### config.mk
export PLATFORM = sky130hd
export DESIGN_NAME = fir_filter_mc
export DESIGN_NICKNAME = d
export VERILOG_FILES = /design/src/rtl/fir_filter_mc.sv
export SDC_FILE = /design/constraint.sdc
export NUM_CORES = 2
export LEC_CHECK = 0
export ABC_AREA = 1
export CORE_ASPECT_RATIO = 0.8
export CORE_MARGIN = 1.5
export CORE_UTILIZATION = 50
export CTS_BUF_LIST = sky130_fd_sc_hd__clkbuf_4 sky130_fd_sc_hd__clkbuf_8 sky130_fd_sc_hd__clkbuf_16
export DETAILED_ROUTE_END_ITERATION = 10
export PLACE_DENSITY = 0.66
export SYNTH_ARGS = -nofsm -noshare
export SYNTH_HDL_FRONTEND = slang
export SYNTH_SLANG_ARGS = --single-unit
### constraint.sdc
create_clock -name clkfir -period 11.7 [get_ports clkfir]
set_clock_uncertainty 0.15 [all_clocks]
set_input_delay 3.51 -clock clkfir [delete_from_list [all_inputs] [get_ports clkfir]]
set_output_delay 3.51 -clock clkfir [all_outputs]
set_load 0.05 [all_outputs]
### src/rtl/fir_filter_mc.sv
// Time-multiplexed multi-channel FIR filter.
// One shared MAC walks all taps of one channel per accepted sample, then rounds, saturates
// and presents the result with its channel tag. Coefficients are runtime-writable while idle.
module fir_filter_mc #(
   parameter int unsigned DW    = 16,
   parameter int unsigned CW    = 16,
   parameter int unsigned NTAPS = 16,
   parameter int unsigned NCHAN = 4,
   parameter int unsigned SHIFT = 15,
   localparam int unsigned CHW  = (NCHAN > 1) ? $clog2(NCHAN) : 1,
   localparam int unsigned TW   = $clog2(NTAPS),
   localparam int unsigned ACCW = DW + CW + TW
) (
   input  logic                 clkfir,
   input  logic                 rstn,
   input  logic                 in_valid,
   output logic                 in_ready,
   input  logic [CHW-1:0]       in_chan,
   input  logic signed [DW-1:0] in_data,
   input  logic                 coef_we,
   input  logic [TW-1:0]        coef_addr,
   input  logic signed [CW-1:0] coef_data,
   input  logic                 bypass,
   output logic                 out_valid,
   output logic [CHW-1:0]       out_chan,
   output logic signed [DW-1:0] out_data,
   output logic                 out_sat
);

   localparam logic [1:0] StIdle = 2'd0;
   localparam logic [1:0] StMac  = 2'd1;
   localparam logic [1:0] StOut  = 2'd2;

   // Identity tap: unity gain in SHIFT fractional bits, clamped to the coefficient range.
   localparam logic signed [CW-1:0] H0 =
      (SHIFT >= CW - 1) ? {1'b0, {(CW-1){1'b1}}} : CW'(1 << SHIFT);

   localparam logic signed [ACCW:0] RND =
      (SHIFT == 0) ? '0 : ({{ACCW{1'b0}}, 1'b1} << (SHIFT - 1));
   localparam logic signed [ACCW:0] OMAX = {{(ACCW+2-DW){1'b0}}, {(DW-1){1'b1}}};
   localparam logic signed [ACCW:0] OMIN = {{(ACCW+2-DW){1'b1}}, {(DW-1){1'b0}}};
   localparam logic signed [DW-1:0] DMAX = {1'b0, {(DW-1){1'b1}}};
   localparam logic signed [DW-1:0] DMIN = {1'b1, {(DW-1){1'b0}}};

   logic [1:0]             state_q, state_d;
   logic                   in_ready_q;
   logic [TW-1:0]          tap_q;
   logic [CHW-1:0]         chan_q;
   logic                   byp_q;
   logic signed [DW-1:0]   samp_q;
   logic signed [ACCW-1:0] acc_q;
   logic signed [DW-1:0]   dl_q [NCHAN][NTAPS];
   logic signed [CW-1:0]   coef_q [NTAPS];

   logic                      accept;
   logic                      chan_ok;
   logic                      tap_last;
   logic signed [DW+CW-1:0]   prod;
   logic signed [ACCW-1:0]    acc_add;
   logic signed [ACCW:0]      acc_rnd;
   logic signed [ACCW:0]      acc_shr;
   logic                      sat_hi;
   logic                      sat_lo;
   logic signed [DW-1:0]      res_data;

   assign in_ready = in_ready_q;

   // Next-state decode for the IDLE -> MAC -> OUT sequence.
   always_comb begin
      accept   = in_valid & in_ready_q;
      chan_ok  = 32'(in_chan) < NCHAN;
      tap_last = 32'(tap_q) == NTAPS - 1;
      state_d  = state_q;
      case (state_q)
         StIdle:  if (accept && chan_ok) state_d = StMac;
         StMac:   if (tap_last) state_d = StOut;
         StOut:   state_d = StIdle;
         default: state_d = StIdle;
      endcase
   end

   // Shared MAC datapath plus round-half-up, arithmetic shift and output clamp.
   always_comb begin
      prod     = dl_q[chan_q][tap_q] * coef_q[tap_q];
      acc_add  = {{TW{prod[DW+CW-1]}}, prod};
      acc_rnd  = {acc_q[ACCW-1], acc_q} + RND;
      acc_shr  = acc_rnd >>> SHIFT;
      sat_hi   = acc_shr > OMAX;
      sat_lo   = acc_shr < OMIN;
      res_data = acc_shr[DW-1:0];
      if (sat_hi) res_data = DMAX;
      if (sat_lo) res_data = DMIN;
   end

   // State, delay lines, coefficient bank and output registers.
   always_ff @(posedge clkfir) begin
      if (!rstn) begin
         state_q    <= StIdle;
         in_ready_q <= 1'b0;
         tap_q      <= '0;
         chan_q     <= '0;
         byp_q      <= 1'b0;
         samp_q     <= '0;
         acc_q      <= '0;
         out_valid  <= 1'b0;
         out_chan   <= '0;
         out_data   <= '0;
         out_sat    <= 1'b0;
         for (int c = 0; c < int'(NCHAN); c++) begin
            for (int k = 0; k < int'(NTAPS); k++) begin
               dl_q[c][k] <= '0;
            end
         end
         for (int k = 0; k < int'(NTAPS); k++) begin
            coef_q[k] <= (k == 0) ? H0 : '0;
         end
      end else begin
         state_q    <= state_d;
         in_ready_q <= (state_d == StIdle);
         out_valid  <= 1'b0;
         case (state_q)
            StIdle: begin
               // The write lands on the same edge as an accept, so that sample sees it.
               if (coef_we && (32'(coef_addr) < NTAPS)) coef_q[coef_addr] <= coef_data;
               if (accept && chan_ok) begin
                  for (int k = int'(NTAPS) - 1; k > 0; k--) begin
                     dl_q[in_chan][k] <= dl_q[in_chan][k-1];
                  end
                  dl_q[in_chan][0] <= in_data;
                  chan_q <= in_chan;
                  byp_q  <= bypass;
                  samp_q <= in_data;
                  acc_q  <= '0;
                  tap_q  <= '0;
               end
            end
            StMac: begin
               acc_q <= acc_q + acc_add;
               tap_q <= tap_q + TW'(1);
            end
            StOut: begin
               out_valid <= 1'b1;
               out_chan  <= chan_q;
               out_data  <= byp_q ? samp_q : res_data;
               out_sat   <= byp_q ? 1'b0 : (sat_hi | sat_lo);
            end
            default: ;
         endcase
      end
   end

endmodule

==> impl_metrics.py <==
metrics = {
    "run_status": {
        "outcome": "finished clean",
    },
    "place": {
        "portBuffers": 63,
        "hpwlAfterDp_mm": 130,
        "globalplace.congestion": 0.924,
        "place_ws_ns": 2.58,
        "place_area_sq_um": 78100,
    },
    "layout": {
        "antenna_cells": 0,
        "final_common_cell": "nor2_1",
        "final_cell_area_sq_um": 82600,
        "final_nets": 8256,
        "layout_common_cells": "nor2_1 (1841), edfxtp_1 (1280), nand2_1 (909), o21ai_0 (908), inv_1 (751)",
        "area_growth_pct": 7.94,
        "fillers": 13400,
        "drive_gt1_share_pct": 5.39,
        "final_core_util_pct": 54.3,
    },
    "cts": {
        "clkSlewWorstSetupHoldPaths_ns": 0.06,
        "cts_hold_repair.buffers": 0,
        "cts_buffer_depth": 3,
        "root_buffer": "clkbuf_16",
        "clk_latency_ns": 0.79,
        "cts.repair.resized": 0,
        "cts.sinks": 1368,
        "cts_inserted_buffers": 142,
        "htreeDepth": 4,
        "cts_setup_buffers": 0,
        "cts_tree": "built",
    },
    "setup_path": {
        "path_class": "reg2reg",
        "critical_path.top_delay_family": "adder cells",
        "worstPathArrival_ns": 9.87,
        "critPathCaptureType": "register",
        "slowest_delay_ns": 0.91,
        "path_buf_inv": 8,
        "critPathLaunchType": "register",
        "slowest_stage": "clkinv_2",
        "critPathRequiredTime_ns": 12.20,
        "worstPathMaxFanout": 62,
    },
    "synth": {
        "yosysWarnings": 0,
        "synth_area_sq_um": 76600,
        "ys.flop_type": "edfxtp_1",
        "synth-seq-cells": 1368,
        "synth-edff-count": 1280,
        "netlist.area_leader.share_pct": 50.2,
        "ys_types": 50,
        "ys_seq_area_share_pct": 52.5,
        "syn-num-nets": 8515,
        "synth.avg_cell_area_sq_um": 9.51,
        "synthArstFlopShare_pct": 0,
        "synth_area_leaders": "edfxtp_1 (50%), nor2_1 (9.0%), fa_1 (8.2%), o21ai_0 (5.9%), nand2_1 (4.5%)",
        "synth_largest_area_cell": "edfxtp_1",
        "netlist_instances": 8049,
    },
    "grt": {
        "grt_overflow": 0,
        "grt_pass1_wl_mm": 347,
        "grt_max_degree": 233,
        "grt_pass1_vias": 58400,
        "antenna_found_initial": 2,
        "grt_usage_pct": 28.7,
    },
    "sta": {
        "finalCritPeriodShare_pct": 80.1,
        "rsz0062_at_grt": "false",
        "max_freq_mhz": 107,
        "final_hold_viol_count": 0,
        "worst_pin_slew_ns": 1.15,
        "relSlewSlack_pct": 23.0,
        "fin_crit_ns": 9.37,
        "timing.setup.tns_ns": 0,
        "drv_slew": 0,
        "setup_viol": 0,
        "finalWorstSetupSlack_ns": 2.33,
    },
    "die": {
        "dieArea_sq_um": 156000,
        "rows": 128,
        "dieWidth_um": 441,
        "core_area_sq_um": 152000,
        "die_height_um": 353,
        "io_pins": 64,
        "initial_utilization_pct": 50.3,
    },
    "worst_hold_path": {
        "worstHoldPathType": "reg2reg",
        "worstHoldStart": "out_data[15]",
    },
    "routing": {
        "num_vias": 59900,
        "dr.first_iter.drc_count": 7499,
        "wl_per_cell_um": 22.8,
        "drt-total-wl_mm": 226,
        "ant_nets": 0,
        "drtPass1Iterations": 6,
        "via_per_inst": 6.05,
        "drc": 0,
    },
    "run": {
        "cap_violations": 0,
    },
}
==> kinds of logic after synthesis <==
logic type / after synthesis / share of synthesized area [%]
AO/OA/AOI/OAI: 1814 / 14.1
XOR/XNOR: 20 / 0.229
adder cells (fa/ha/maj): 423 / 9.99
buffers and inverters: 1338 / 7.29
flip-flops: 1368 / 52.5
AND/OR/NAND/NOR: 3086 / 15.9
==> Yosys cell counts (6+ instances only) <==
cell	number
buf_6	35
nand2_2	14
o22ai_1	81
a221oi_1	251
buf_2	165
o221ai_1	32
inv_4	7
dfxtp_1	88
a21oi_1	309
a21oi_2	13
nor2_1	1844
buf_4	18
nand3_2	9
o211ai_1	138
inv_1	755
nor2_2	26
a22o_1	6
xor2_1	14
xnor2_1	6
o21ai_0	908
clkbuf_1	318
o21ai_1	49
ha_1	109
inv_2	15
edfxtp_1	1280
nor3_1	9
nand2_1	917
buf_1	18
nand4_1	56
nand3_1	196
fa_1	314
==> through the flow <==
step / std cells / hold WS (ns)
after global placement: 9661 / 0.305
after floorplan: 8049 / 0.285
after global routing: 9907 / 0.345
after CTS: 9907 / 0.313
final: 9907 / 0.319
after detailed placement: 9661 / 0.304
==> path summary, 6_finish.rpt <==
check / to / slack, ns / depth (start not counted)
setup / recovery: acc_q[32] / 2.33 / 30
hold / removal: out_data[15] / 0.32 / 2
setup reg to reg: acc_q[32] / 2.33 / 30
hold reg to reg: out_data[15] / 0.32 / 2
==> worst min-delay path, stage by stage, from the launching register on <==
cell     delay [ns]
dfxtp_1        0.31
nand2_1        0.06
a21oi_1        0.05
==> sequential cells by signal, summed over array words and instances, names as in the netlist, named ones only <==
signal	count
out_sat	1
dl_q	1024
acc_q	36
chan_q	2
out_valid	1
samp_q	16
byp_q	1
in_ready	1
state_q	2
tap_q	4
coef_q	256
out_data	16
out_chan	2
==> per-layer routing <==
| layer | global-route usage (%) | vias up | part of all wire [%] |
|---|---|---|---|
| met5 | 0 | - | 0 |
| met4 | 8.20 | 0 | 2.3 |
| met3 | 4.65 | 348 | 10 |
| met2 | 43.5 | 3307 | 45 |
| met1 | 42.6 | 29300 | 43 |
| li1 | - | 26900 | - |
==> final cells by class <==
cell class | instances | area, sq um | area share [%]
multi-input cells | 5343 | 30900 | 37.4
clock buffers | 176 | 3920 | 4.74
flip-flops and latches | 1368 | 40200 | 48.7
clock inverters | 70 | 598 | 0.724
inverters | 782 | 2970 | 3.60
repair buffers | 153 | 1540 | 1.86
well taps | 2015 | 2520 | 3.05
Power is not shown: default switching activity piles up to over one toggle a cycle in this logic, so the estimate is an artifact.
